## config.mk

```make
export PLATFORM = sky130hd
export DESIGN_NAME = vga_fb_arbiter
export DESIGN_NICKNAME = d
export VERILOG_FILES = /design/src/rtl/vga_fb_arbiter.sv
export SDC_FILE = /design/constraint.sdc
export NUM_CORES = 1
export LEC_CHECK = 0
export BUFFER_PORTS_ARGS = -buffer_cell sky130_fd_sc_hd__buf_2
export CAP_MARGIN = 25
export CORE_MARGIN = 1.5
export CORE_UTILIZATION = 50
export CTS_CLUSTER_DIAMETER = 200
export CTS_CLUSTER_SIZE = 14
export DETAILED_ROUTE_END_ITERATION = 12
export GPL_TIMING_DRIVEN = 0
export PLACE_DENSITY_LB_ADDON = 0.12
export SKIP_CTS_REPAIR_TIMING = 1
export SYNTH_ARGS = -nofsm -noshare
export SYNTH_HDL_FRONTEND = slang
export SYNTH_SLANG_ARGS = --single-unit
```

## constraint.sdc

```tcl
create_clock -name clk -period 4.8 [get_ports clk]
set_input_delay 0.72 -clock clk [delete_from_list [all_inputs] [get_ports clk]]
set_output_delay 0.72 -clock clk [all_outputs]
set_load 0.02 [all_outputs]
```

## src/rtl/vga_fb_arbiter.sv

```systemverilog
// vga_fb_arbiter
// ---------------------------------------------------------------------------
// Shares one single-port pixel SRAM between the VGA scanout and a pixel
// writer. Each line_start pulse prefetches LINE_LEN words from line_base
// into a small show-ahead FIFO that the display driver pops from. Reads take
// priority; the writer is granted every memory cycle the prefetch leaves idle.
//
// Optional feature macro: VGA_FB_ARB_WR_FAIRNESS_EN
//   When defined, a 3-bit streak counter forces one write slot after seven
//   consecutive reads whenever the writer is waiting.
//
// Ports
//   clk, rst_n               : clock, synchronous active-low reset
//   line_start, line_base    : start (or restart) prefetch of a line
//   pix_pop, pix_data,
//   pix_empty, underflow     : scanout side of the prefetch FIFO
//   wr_valid, wr_ready,
//   wr_addr, wr_data         : writer request / grant
//   mem_en, mem_we, mem_addr,
//   mem_wdata, mem_rdata     : SRAM port, read data valid 1 cycle after read
// ---------------------------------------------------------------------------
module vga_fb_arbiter #(
    parameter int ADDR_W     = 21,
    parameter int DATA_W     = 12,
    parameter int LINE_LEN   = 1280,
    parameter int FIFO_DEPTH = 8
) (
    input  logic              clk,
    input  logic              rst_n,
    input  logic              line_start,
    input  logic [ADDR_W-1:0] line_base,
    input  logic              pix_pop,
    output logic [DATA_W-1:0] pix_data,
    output logic              pix_empty,
    output logic              underflow,
    input  logic              wr_valid,
    output logic              wr_ready,
    input  logic [ADDR_W-1:0] wr_addr,
    input  logic [DATA_W-1:0] wr_data,
    output logic              mem_en,
    output logic              mem_we,
    output logic [ADDR_W-1:0] mem_addr,
    output logic [DATA_W-1:0] mem_wdata,
    input  logic [DATA_W-1:0] mem_rdata
);

    localparam int PTR_W = $clog2(FIFO_DEPTH);
    localparam int CNT_W = PTR_W + 1;
    localparam int REM_W = $clog2(LINE_LEN + 1);
    localparam logic [REM_W-1:0] LINE_LEN_R = REM_W'(LINE_LEN);
    localparam logic [CNT_W:0]   DEPTH_R    = (CNT_W + 1)'(FIFO_DEPTH);

    typedef enum logic {IDLE, FETCH} state_t;

    state_t              state_reg, state_next;
    logic [ADDR_W-1:0]   rd_addr_reg, rd_addr_next;
    logic [REM_W-1:0]    remaining_reg, remaining_next;
    logic                inflight_reg;
    logic                stale_reg;
    logic [DATA_W-1:0]   fifo_mem [FIFO_DEPTH];
    logic [PTR_W-1:0]    wr_ptr_reg, rd_ptr_reg;
    logic [CNT_W-1:0]    count_reg;
    logic                underflow_reg;

    logic                rd_go_base, rd_go;
    logic                restart, push, pop_ok;
    logic [CNT_W:0]      occupancy;

    // A read in flight already owns a FIFO slot, so it counts toward occupancy.
    assign occupancy  = {1'b0, count_reg} + {{CNT_W{1'b0}}, inflight_reg};
    assign rd_go_base = rst_n && (state_reg == FETCH) && (remaining_reg != '0)
                        && (occupancy < DEPTH_R);

`ifdef VGA_FB_ARB_WR_FAIRNESS_EN
    logic [2:0] rd_streak_reg;

    always_ff @(posedge clk) begin
        if (!rst_n) begin
            rd_streak_reg <= 3'd0;
        end else begin
            rd_streak_reg <= rd_go ? rd_streak_reg + 3'd1 : 3'd0;
        end
    end

    // After seven back-to-back reads a waiting writer steals the eighth slot.
    assign rd_go = rd_go_base & ~((rd_streak_reg == 3'd7) & wr_valid);
`else
    assign rd_go = rd_go_base;
`endif

    // line_start during FETCH restarts the line: FIFO is flushed and the
    // read returning on that edge belongs to the old line, so it is dropped.
    assign restart   = line_start & (state_reg == FETCH);
    assign push      = rst_n & inflight_reg & ~stale_reg & ~restart;
    assign pix_empty = (count_reg == '0);
    assign pop_ok    = pix_pop & ~pix_empty;
    assign underflow = underflow_reg;
    assign pix_data  = pix_empty ? '0 : fifo_mem[rd_ptr_reg];
    assign wr_ready  = rst_n & ~rd_go;

    // Next-state logic; line_start overrides the read advance.
    always_comb begin
        state_next     = state_reg;
        rd_addr_next   = rd_addr_reg;
        remaining_next = remaining_reg;
        if (rd_go) begin
            rd_addr_next   = rd_addr_reg + 1'b1;
            remaining_next = remaining_reg - 1'b1;
            if (remaining_reg == REM_W'(1)) begin
                state_next = IDLE;
            end
        end
        if (line_start) begin
            state_next     = FETCH;
            rd_addr_next   = line_base;
            remaining_next = LINE_LEN_R;
        end
    end

    // SRAM port mux: prefetch read first, writer otherwise.
    always_comb begin
        mem_en    = 1'b0;
        mem_we    = 1'b0;
        mem_addr  = '0;
        mem_wdata = '0;
        if (rd_go) begin
            mem_en   = 1'b1;
            mem_addr = rd_addr_reg;
        end else if (wr_valid && wr_ready) begin
            mem_en    = 1'b1;
            mem_we    = 1'b1;
            mem_addr  = wr_addr;
            mem_wdata = wr_data;
        end
    end

    always_ff @(posedge clk) begin
        if (!rst_n) begin
            state_reg     <= IDLE;
            rd_addr_reg   <= '0;
            remaining_reg <= '0;
            inflight_reg  <= 1'b0;
            stale_reg     <= 1'b0;
            wr_ptr_reg    <= '0;
            rd_ptr_reg    <= '0;
            count_reg     <= '0;
            underflow_reg <= 1'b0;
        end else begin
            state_reg     <= state_next;
            rd_addr_reg   <= rd_addr_next;
            remaining_reg <= remaining_next;
            inflight_reg  <= rd_go;
            // A read issued on the restart cycle still targets the old line.
            stale_reg     <= rd_go & restart;
            if (pix_pop && pix_empty) begin
                underflow_reg <= 1'b1;
            end
            if (restart) begin
                wr_ptr_reg <= '0;
                rd_ptr_reg <= '0;
                count_reg  <= '0;
            end else begin
                if (push) begin
                    wr_ptr_reg <= wr_ptr_reg + 1'b1;
                end
                if (pop_ok) begin
                    rd_ptr_reg <= rd_ptr_reg + 1'b1;
                end
                case ({push, pop_ok})
                    2'b10:   count_reg <= count_reg + 1'b1;
                    2'b01:   count_reg <= count_reg - 1'b1;
                    default: count_reg <= count_reg;
                endcase
            end
        end
    end

    // FIFO storage has no reset; only the pointers and count define validity.
    always_ff @(posedge clk) begin
        if (push) begin
            fifo_mem[wr_ptr_reg] <= mem_rdata;
        end
    end

endmodule

```

[After elaboration in Yosys (flattened, before gate mapping)]
Memory sizes are Yosys's and may differ from the RTL's. A register that Yosys moved wholly into a read port is not among the register bits.
Cells that the tools add are included.
Cells by class
  bitwise gates (word level): 12
  shift operators: 0
  equal/unequal tests: 3
  multipliers: 0
  magnitude comparators: 1
  divide/modulo/power cells: 0
  add/subtract/negate cells: 7
  muxes and demuxes: 20
  reduce and logical (&&, ||, !) cells: 13
Operators with widths (count)
  2-to-1 mux 21 bit: 4
  2-to-1 mux 12 bit: 3
  2-to-1 mux 11 bit: 2
  adder 21 x 1 -> 21 bit, second input constant: 1
  == test 11 x 1 -> 1 bit, second input constant: 1
  nonzero test 11 bit: 1
  subtractor 11 x 1 -> 11 bit, second input constant: 1
  2-to-1 mux 1 bit: 8
  case mux 4 bit (2 select lines): 1
  bitwise AND 1 bit: 7
  adder 3 x 1 -> 3 bit, second input constant: 2
  2-to-1 mux 3 bit: 2
  nonzero test 2 bit: 3
  adder 4 x 1 -> 5 bit: 1
  logical AND 1 bit: 5
  less-than comparator 5 x 4 -> 1 bit, second input constant: 1
  NOT 1 bit: 5
  adder 4 x 1 -> 4 bit, second input constant: 1
  zero test 4 bit: 1
  OR reduction 2 bit: 2
  subtractor 4 x 1 -> 4 bit, second input constant: 1
  == test 2 x 1 -> 1 bit, second input constant: 1
  == test 2 bit, second input constant: 1
  AND reduction 2 bit: 1
Word-level totals
  input bits: 71
  memories kept: 1
  bits in read-only memories: 0
  flip-flop bits (word level): 46
  word-level logic and storage cells: 67
  latch bits: 0
  output and inout bits: 50
  memory bits (writable): 96
Memories
  fifo_mem: words 8, width 12, read ports 1, clocked after memory_dff 1, write ports 1, RTL line 60  | logic [DATA_W-1:0] fifo_mem [FIFO_DEPTH];

[Depth between registers and ports, before layout]
Gate-level depths: netlist of the first run.
  depth in word-level cells: 8
  gate-level depth with buffers: 11
  mapped depth without buffers: 9

[Worst setup path before layout of the first run]
No wires, ideal clock.
  path kind: reg-to-output
  start: register remaining_reg[0]
  end: output port mem_we
  arrival time: 2038 ps
  stages on the path, launching flop included: 10
  path slack: 2042 ps
  buffers on the path: 2
  data required time: 4080 ps
  cells stage by stage: dfxtp_1 > inv_1 > ha_1 > or3b_1 > or3_1 > buf_2 > nand2_4 > inv_2 > buf_2 > nor2_1
Between the ends
  cells in the longest elaborated chain, start to end: 8
Ends and longest elaborated chain
  from (decl): RTL line 57  | logic [REM_W-1:0] remaining_reg, remaining_next;
  from (signal assigned): RTL line 151  | remaining_reg <= remaining_next;
  nonzero test 11 bit (*): RTL line 71  | assign rd_go_base = rst_n && (state_reg == FETCH) && (remaining_reg != '0)
  logical AND 1 bit (*): RTL line 71
  logical AND 1 bit (*): RTL line 72  | && (occupancy < DEPTH_R);
  NOT 1 bit: RTL line 99  | assign wr_ready = rst_n & ~rd_go;
  bitwise AND 1 bit: RTL line 99
  logical AND 1 bit: RTL line 129  | end else if (wr_valid && wr_ready) begin
  2-to-1 mux 1 bit: RTL line 129
  2-to-1 mux 1 bit (*): RTL line 126  | if (rd_go) begin
  to (decl): RTL line 41  | output logic mem_we,
Mark *: on every way between the ends. The rest lies on a longest branch, timed or not.

[Final worst setup path of the first run]
  start: register remaining_reg[0]
  end: output port mem_addr[8]
Between the ends
  cells in the longest elaborated chain, start to end: 8
Ends and longest elaborated chain
  nonzero test 11 bit (*): RTL line 71
  logical AND 1 bit (*): RTL line 71
  logical AND 1 bit (*): RTL line 72
  NOT 1 bit: RTL line 99
  bitwise AND 1 bit: RTL line 99
  logical AND 1 bit: RTL line 129
  2-to-1 mux 21 bit: RTL line 129
  2-to-1 mux 21 bit (*): RTL line 126
  to (decl): RTL line 42  | output logic [ADDR_W-1:0] mem_addr,
Marks and branches as above.

==> results.yml, run 1 <==
yosys:
  synth_fp_nets: 608
  synth-seq-area-share_pct: 59.4
  yosys-top-cells-area: "edfxtp_1, dfxtp_1, mux4_2"
  yosys.cell_types.count: 43
  ys_seq_elements: 145
  yosysTopAreaCellShare_pct: 44.3
  syn_avg_cell_area_um2: 12.3
  synth_top_area_cell: "edfxtp_1"
  synthArstFlopShare_pct: 0
  netlist_area_um2: 6510
  synthFlopType: "edfxtp_1"
  synth_edf_count: 96
  syn_inst: 529
  ys_warn_count: 0
  synthTopCellsByCount: "edfxtp_1, nand2_1, dfxtp_1"
  synth.most_common_cell: "edfxtp_1"
setup_path:
  critPathMaxFanout: 10
  arrival_ns: 2.72
  rrSetupSlack_ns: 2.14
  cp-end-kind: "output port"
  r2r_end: "count_reg[2]"
  worstSetupPathType: "flop to output port"
  critPathLaunchType: "flop"
  r2r-start: "count_reg[1]"
  ff2ff_path_depth: 11
  required_ns: 4.08
route:
  wirelength_um: 14800
  firstDrtPassIters: 4
  drc: 0
  vias: 4668
  vias_per_cell: 5.42
  drtAntennaViolNets: 0
  drtIter0Drc: 353
  wl_per_cell_um: 17.1
cts:
  cts_inserted_buffers: 17
  clk_pin_slew_ns: 0.06
  cts_root_buf: "clkbuf_16"
  clock_sinks: 145
  htree_levels: 4
  clockBufferDepth: 2
  cts_tree: "done"
  clkLatencyLatePin_ns: 0.41
final_layout:
  seqCellArea_um2: 3860
  final_net_count: 756
  largest_reg_flops: 96
  area_delta_synth_final_pct: 23.6
  multi_input_area_um2: 2470
  drive_gt1_share_pct: 29.4
  diodes: 0
  fillerInstances: 991
pwr:
  power.leakage_nw: 3.07
  vdd_drop_max_mv: 0.269
  power.density_nw_per_um2: 375
  power.total_mw: 3.02
grt:
  met3_usage_pct: 4.63
  top_usage_layer: "met2"
  grt_util_all_layers_pct: 23.2
  met2_usage_pct: 41.5
  grt_pass1_vias: 4527
  grt_overflow: 0
  use_met1_pct: 28.3
  antenna_found_initial: 0
  grt_pass1_wl_um: 23500
  grt_max_degree: 17
floorplan:
  rows: 41
  fp.dieH_um: 117
  io_pins: 121
  fp.dieArea_um2: 13700
  core_um2: 12700
  dieWidth_um: 117
  start_util_pct: 51.3
timing:
  drv_slew: 0
  finClkSkew_ns: 0.0144
  final_hold_viol_count: 0
  post-route-period-util_pct: 71.7
  finalSetupTns_ns: 0
  max_freq_mhz: 291
  worst_pin_slew_ns: 0.950
  min_period_ns: 3.44
  maxSlewHeadroom_pct: 36.7
  finalSetupViolCount: 0
  rsz0062_at_grt: "no"
worst_hold_path:
  hold_depth: 2
  hold_end: "underflow"
  min_from: "underflow"
  hold_class: "flop to flop"
placement:
  place.gp.congestion: 0.863
  io_buffers: 120
  dp_hpwl_um: 10600
flow_run:
  cap_violations: 0
run_status:
  status: "complete, no violations"
[layout by cell type (no fill, tap or decap), types with 4 or more instances in the layout]
master,n
ha_1,8
nor2_1,43
nand2_1,61
xnor2_1,27
edfxtp_1,96
mux2i_1,15
a21oi_1,24
nor4_1,8
clkbuf_16,17
o21ai_0,24
mux4_2,24
xor2_1,9
nor2b_1,4
nand4_1,8
nor3_1,9
bufinv_16,4
and3_1,14
dfxtp_1,49
buf_6,11
clkbuf_1,20
buf_2,129
nand3_1,29
and4_1,4
nor4b_1,6
[metal layers]
metal / up-vias / wire [um]
met4: 0 / 225
met2: 158 / 7680
met3: 17 / 773
met1: 2243 / 6080
met5: - / 0
li1: 2250 / -
[cells by family after synthesis]
kind of cell | count (synthesis) | synth area share [%]
buffers and inverters | 37 | 2.87
AOI/OAI and AO/OA | 55 | 4.50
adders and majority gates | 8 | 1.54
muxes | 39 | 10.6
DFF | 145 | 59.4
and+or+nand+nor | 209 | 16.2
xor gates and xnor gates | 36 | 4.85
[report_power, final]
group	switching (mW)	total [mW]	internal, mW
logic	0.157	0.265	0.108
registers	0.0234	1.38	1.35
clock network	0.484	1.38	0.893
[through the flow]
stage / util [%] / worst slack (ns) / cells / hold WS [ns] / cell area (um^2)
after floorplan: - / 2.04 / 529 / 0.470 / 6510
after detailed placement: 58.6 / 1.76 / 830 / 0.483 / 7420
after CTS: 63.5 / 1.36 / 862 / 0.498 / 8040
after global placement: 57.8 / 1.13 / 821 / 0.467 / 7320
final: 63.5 / 1.36 / 862 / 0.489 / 8040
after global routing: 63.5 / 1.20 / 862 / 0.542 / 8040
[how the worst max path moves through the flow]
stage / slack (ns) / from / cells past startpoint / endpoint
6_report: 1.36 / remaining_reg[0] / 11 / mem_addr[8]
5_1_grt: 1.20 / remaining_reg[0] / 11 / mem_addr[8]
4_1_cts: 1.36 / remaining_reg[0] / 11 / mem_addr[8]
3_5_place_dp: 1.76 / rst_n / 11 / mem_addr[10]
3_3_place_gp: 1.13 / rst_n / 4 / fifo_mem[1][8]
2_1_floorplan: 2.04 / remaining_reg[0] / 9 / mem_we
[final cells by class]
type	instances	share of cell area [%]
flip-flops and latches	145	48.0
multi-input cells	347	30.7
repair buffers	129	8.56
clock buffers	21	5.73
well taps	172	2.68
plain buffers	33	2.13
clock inverters	11	2.01
inverters	4	0.187
[worst max-delay path, stage by stage (launching register included)]
cell     delay [ns]
dfxtp_1        0.35
inv_1          0.09
ha_1           0.16
or3b_1         0.44
or3_1          0.39
buf_2          0.17
nand2_4        0.08
buf_6          0.15
buf_6          0.14
nand3_1        0.09
nand2_1        0.10
buf_2          0.16
Power figures use the tool's default switching activity.
==> run 2: changes to the inputs <==
--- a/config.mk
+++ b/config.mk
@@ -5,6 +5,7 @@
 export SDC_FILE = /design/constraint.sdc
 export NUM_CORES = 1
 export LEC_CHECK = 0
+export ABC_AREA = 1
 export BUFFER_PORTS_ARGS = -buffer_cell sky130_fd_sc_hd__buf_2
 export CAP_MARGIN = 25
 export CORE_MARGIN = 1.5
==> constraint.sdc (replaced) <==
create_clock -name clk -period 3.3 [get_ports clk]
set_input_delay 0.495 -clock clk [delete_from_list [all_inputs] [get_ports clk]]
set_output_delay 0.495 -clock clk [all_outputs]
set_load 0.02 [all_outputs]
==> results.yml, run 2 <==
run_status:
  status: "complete, no violations"
yosys:
  synth_fp_nets: 904
  synthFlopType: "edfxtp_1"
  syn_avg_cell_area_um2: 8.69
  yosys-top-cells-area: "edfxtp_1, dfxtp_1, nand2_1"
  yosys.cell_types.count: 38
  synth_edf_count: 96
  ys_warn_count: 0
  synth_top_area_cell: "edfxtp_1"
  netlist_area_um2: 7170
  ys_seq_elements: 145
  synth.most_common_cell: "nand2_1"
  synthTopCellsByCount: "nand2_1, nor2_1, edfxtp_1"
  synth-seq-area-share_pct: 53.9
  syn_inst: 825
  yosysTopAreaCellShare_pct: 40.2
  synthArstFlopShare_pct: 0
setup_path:
  worstSetupPathType: "flop to output port"
  required_ns: 2.80
  crit_path_end: "mem_addr[19]"
  crit_start: "remaining_reg[0]"
  critPathLaunchType: "flop"
  ff2ff_path_depth: 11
  arrival_ns: 2.23
  cp-end-kind: "output port"
  r2r-start: "count_reg[0]"
  critPathMaxFanout: 10
  rrSetupSlack_ns: 1.04
  r2r_end: "count_reg[2]"
floorplan:
  fp.dieH_um: 123
  core_um2: 13900
  dieWidth_um: 123
  io_pins: 121
  fp.dieArea_um2: 15100
  start_util_pct: 51.5
  rows: 43
cts:
  cts_inserted_buffers: 17
  cts_tree: "done"
  clock_sinks: 145
  htree_levels: 4
  clk_pin_slew_ns: 0.06
  cts_root_buf: "clkbuf_16"
  clockBufferDepth: 2
  clkLatencyLatePin_ns: 0.42
final_layout:
  drive_gt1_share_pct: 22.0
  final_net_count: 1049
  final_common_cell: "nand2_1"
  layout_common_cells: "nand2_1, nor2_1, buf_2, edfxtp_1, inv_1"
  fillerInstances: 1224
  area_delta_synth_final_pct: 20.6
  diodes: 0
  fin_cells: 1163
  largest_reg_flops: 96
timing:
  finalSetupViolCount: 0
  min_period_ns: 2.72
  final_hold_viol_count: 0
  worst_pin_slew_ns: 0.715
  drv_slew: 0
  whs_ns: 0.334
  finClkSkew_ns: 0.0115
  maxSlewHeadroom_pct: 52.2
  max_freq_mhz: 367
  rsz0062_at_grt: "no"
  finalSetupTns_ns: 0
  post-route-period-util_pct: 82.5
route:
  drtAntennaViolNets: 0
  vias_per_cell: 5.19
  drtIter0Drc: 427
  wirelength_um: 17900
  wl_per_cell_um: 15.4
  vias: 6031
  drc: 0
  firstDrtPassIters: 6
pwr:
  power.total_mw: 4.75
  power.leakage_nw: 3.67
  vdd_drop_max_mv: 0.403
  power.density_nw_per_um2: 549
grt:
  grt_pass1_vias: 5541
  grt_pass1_wl_um: 27900
  antenna_found_initial: 0
  grt_max_degree: 17
  grt_overflow: 0
  grt_util_all_layers_pct: 25.0
worst_hold_path:
  hold_class: "input port to flop"
placement:
  place.gp.congestion: 0.857
  io_buffers: 118
  dp_hpwl_um: 12700
  dp.cells: 1131
flow_run:
  cap_violations: 0
run 2: cell types whose count changed after synthesis, moves of 13 or more:
cell / change
o22ai_2: +17
mux4_2: -24
o21ai_0: +49
mux2i_1: -15
nor2_1: +109
and3_1: -13
nand2_1: +94
inv_1: +82
xnor2_1: -23
run 2: final cells by class:
cell class	count	area (um^2)	share of cell area [%]
Timing Repair Buffer	126	677	7.82
Tap cell	180	225	2.60
Clock buffer	19	433	5.00
Inverter	91	344	3.98
Multi-Input combinational cell	555	2770	32.1
Sequential cell	145	3860	44.7
Clock inverter	13	144	1.66
Buffer	34	191	2.21
run 2: cell families after synthesis:
family,after synthesis,share of synthesized area (%)
AOI/OAI and AO/OA,151,12.9
xor gates and xnor gates,15,1.83
adders and majority gates,8,1.40
buffers and inverters,125,7.47
DFF,145,53.9
and+or+nand+nor,381,22.6
run 2: worst min-delay path by stage:
stage / from / slack (ns) / cells after the start / to
floorplan: rd_ptr_reg[2] / 0.43 / 2 / flop
global placement: underflow / 0.44 / 2 / underflow
detailed placement: underflow / 0.44 / 2 / underflow
CTS: pix_pop / 0.32 / 3 / underflow
global route: pix_pop / 0.34 / 3 / underflow
finish: pix_pop / 0.33 / 3 / underflow
run 2: through the flow:
| stage | setup slack (ns) | util, % | cell area [um^2] |
|---|---|---|---|
| 6_report | 0.576 | 62.1 | 8650 |
| 5_1_grt | 0.403 | 62.1 | 8650 |
| 4_1_cts | 0.540 | 62.1 | 8650 |
| 3_5_place_dp | 0.670 | 58.0 | 8080 |
| 3_3_place_gp | 0.394 | 57.3 | 7990 |
| 2_1_floorplan | 1.07 | - | 7170 |
run 2: critical path, cell delays in order, from the launching register on:
cell,delay [ns]
dfxtp_1,0.34
inv_1,0.15
ha_1,0.26
inv_1,0.08
nor2_2,0.11
nand2_2,0.08
nand2_4,0.09
buf_6,0.16
buf_4,0.25
o22ai_2,0.10
buf_2,0.16
run 2: layer usage:
metal / track usage [%] / part of all wire, % / wire length, um
met1: 30.5 / 43 / 7620
met2: 43.4 / 50 / 8910
met3: 6.04 / 6.0 / 1080
met4: 7.99 / 1.6 / 285
met5: 0 / 0 / 0
run 2: where the power goes:
| part | internal, mW | switching (mW) | total (mW) |
|---|---|---|---|
| Sequential | 1.98 | 0.0494 | 2.03 |
| Clock | 1.17 | 0.725 | 1.90 |
| Combinational | 0.278 | 0.544 | 0.822 |
| Total | 3.43 | 1.32 | 4.75 |
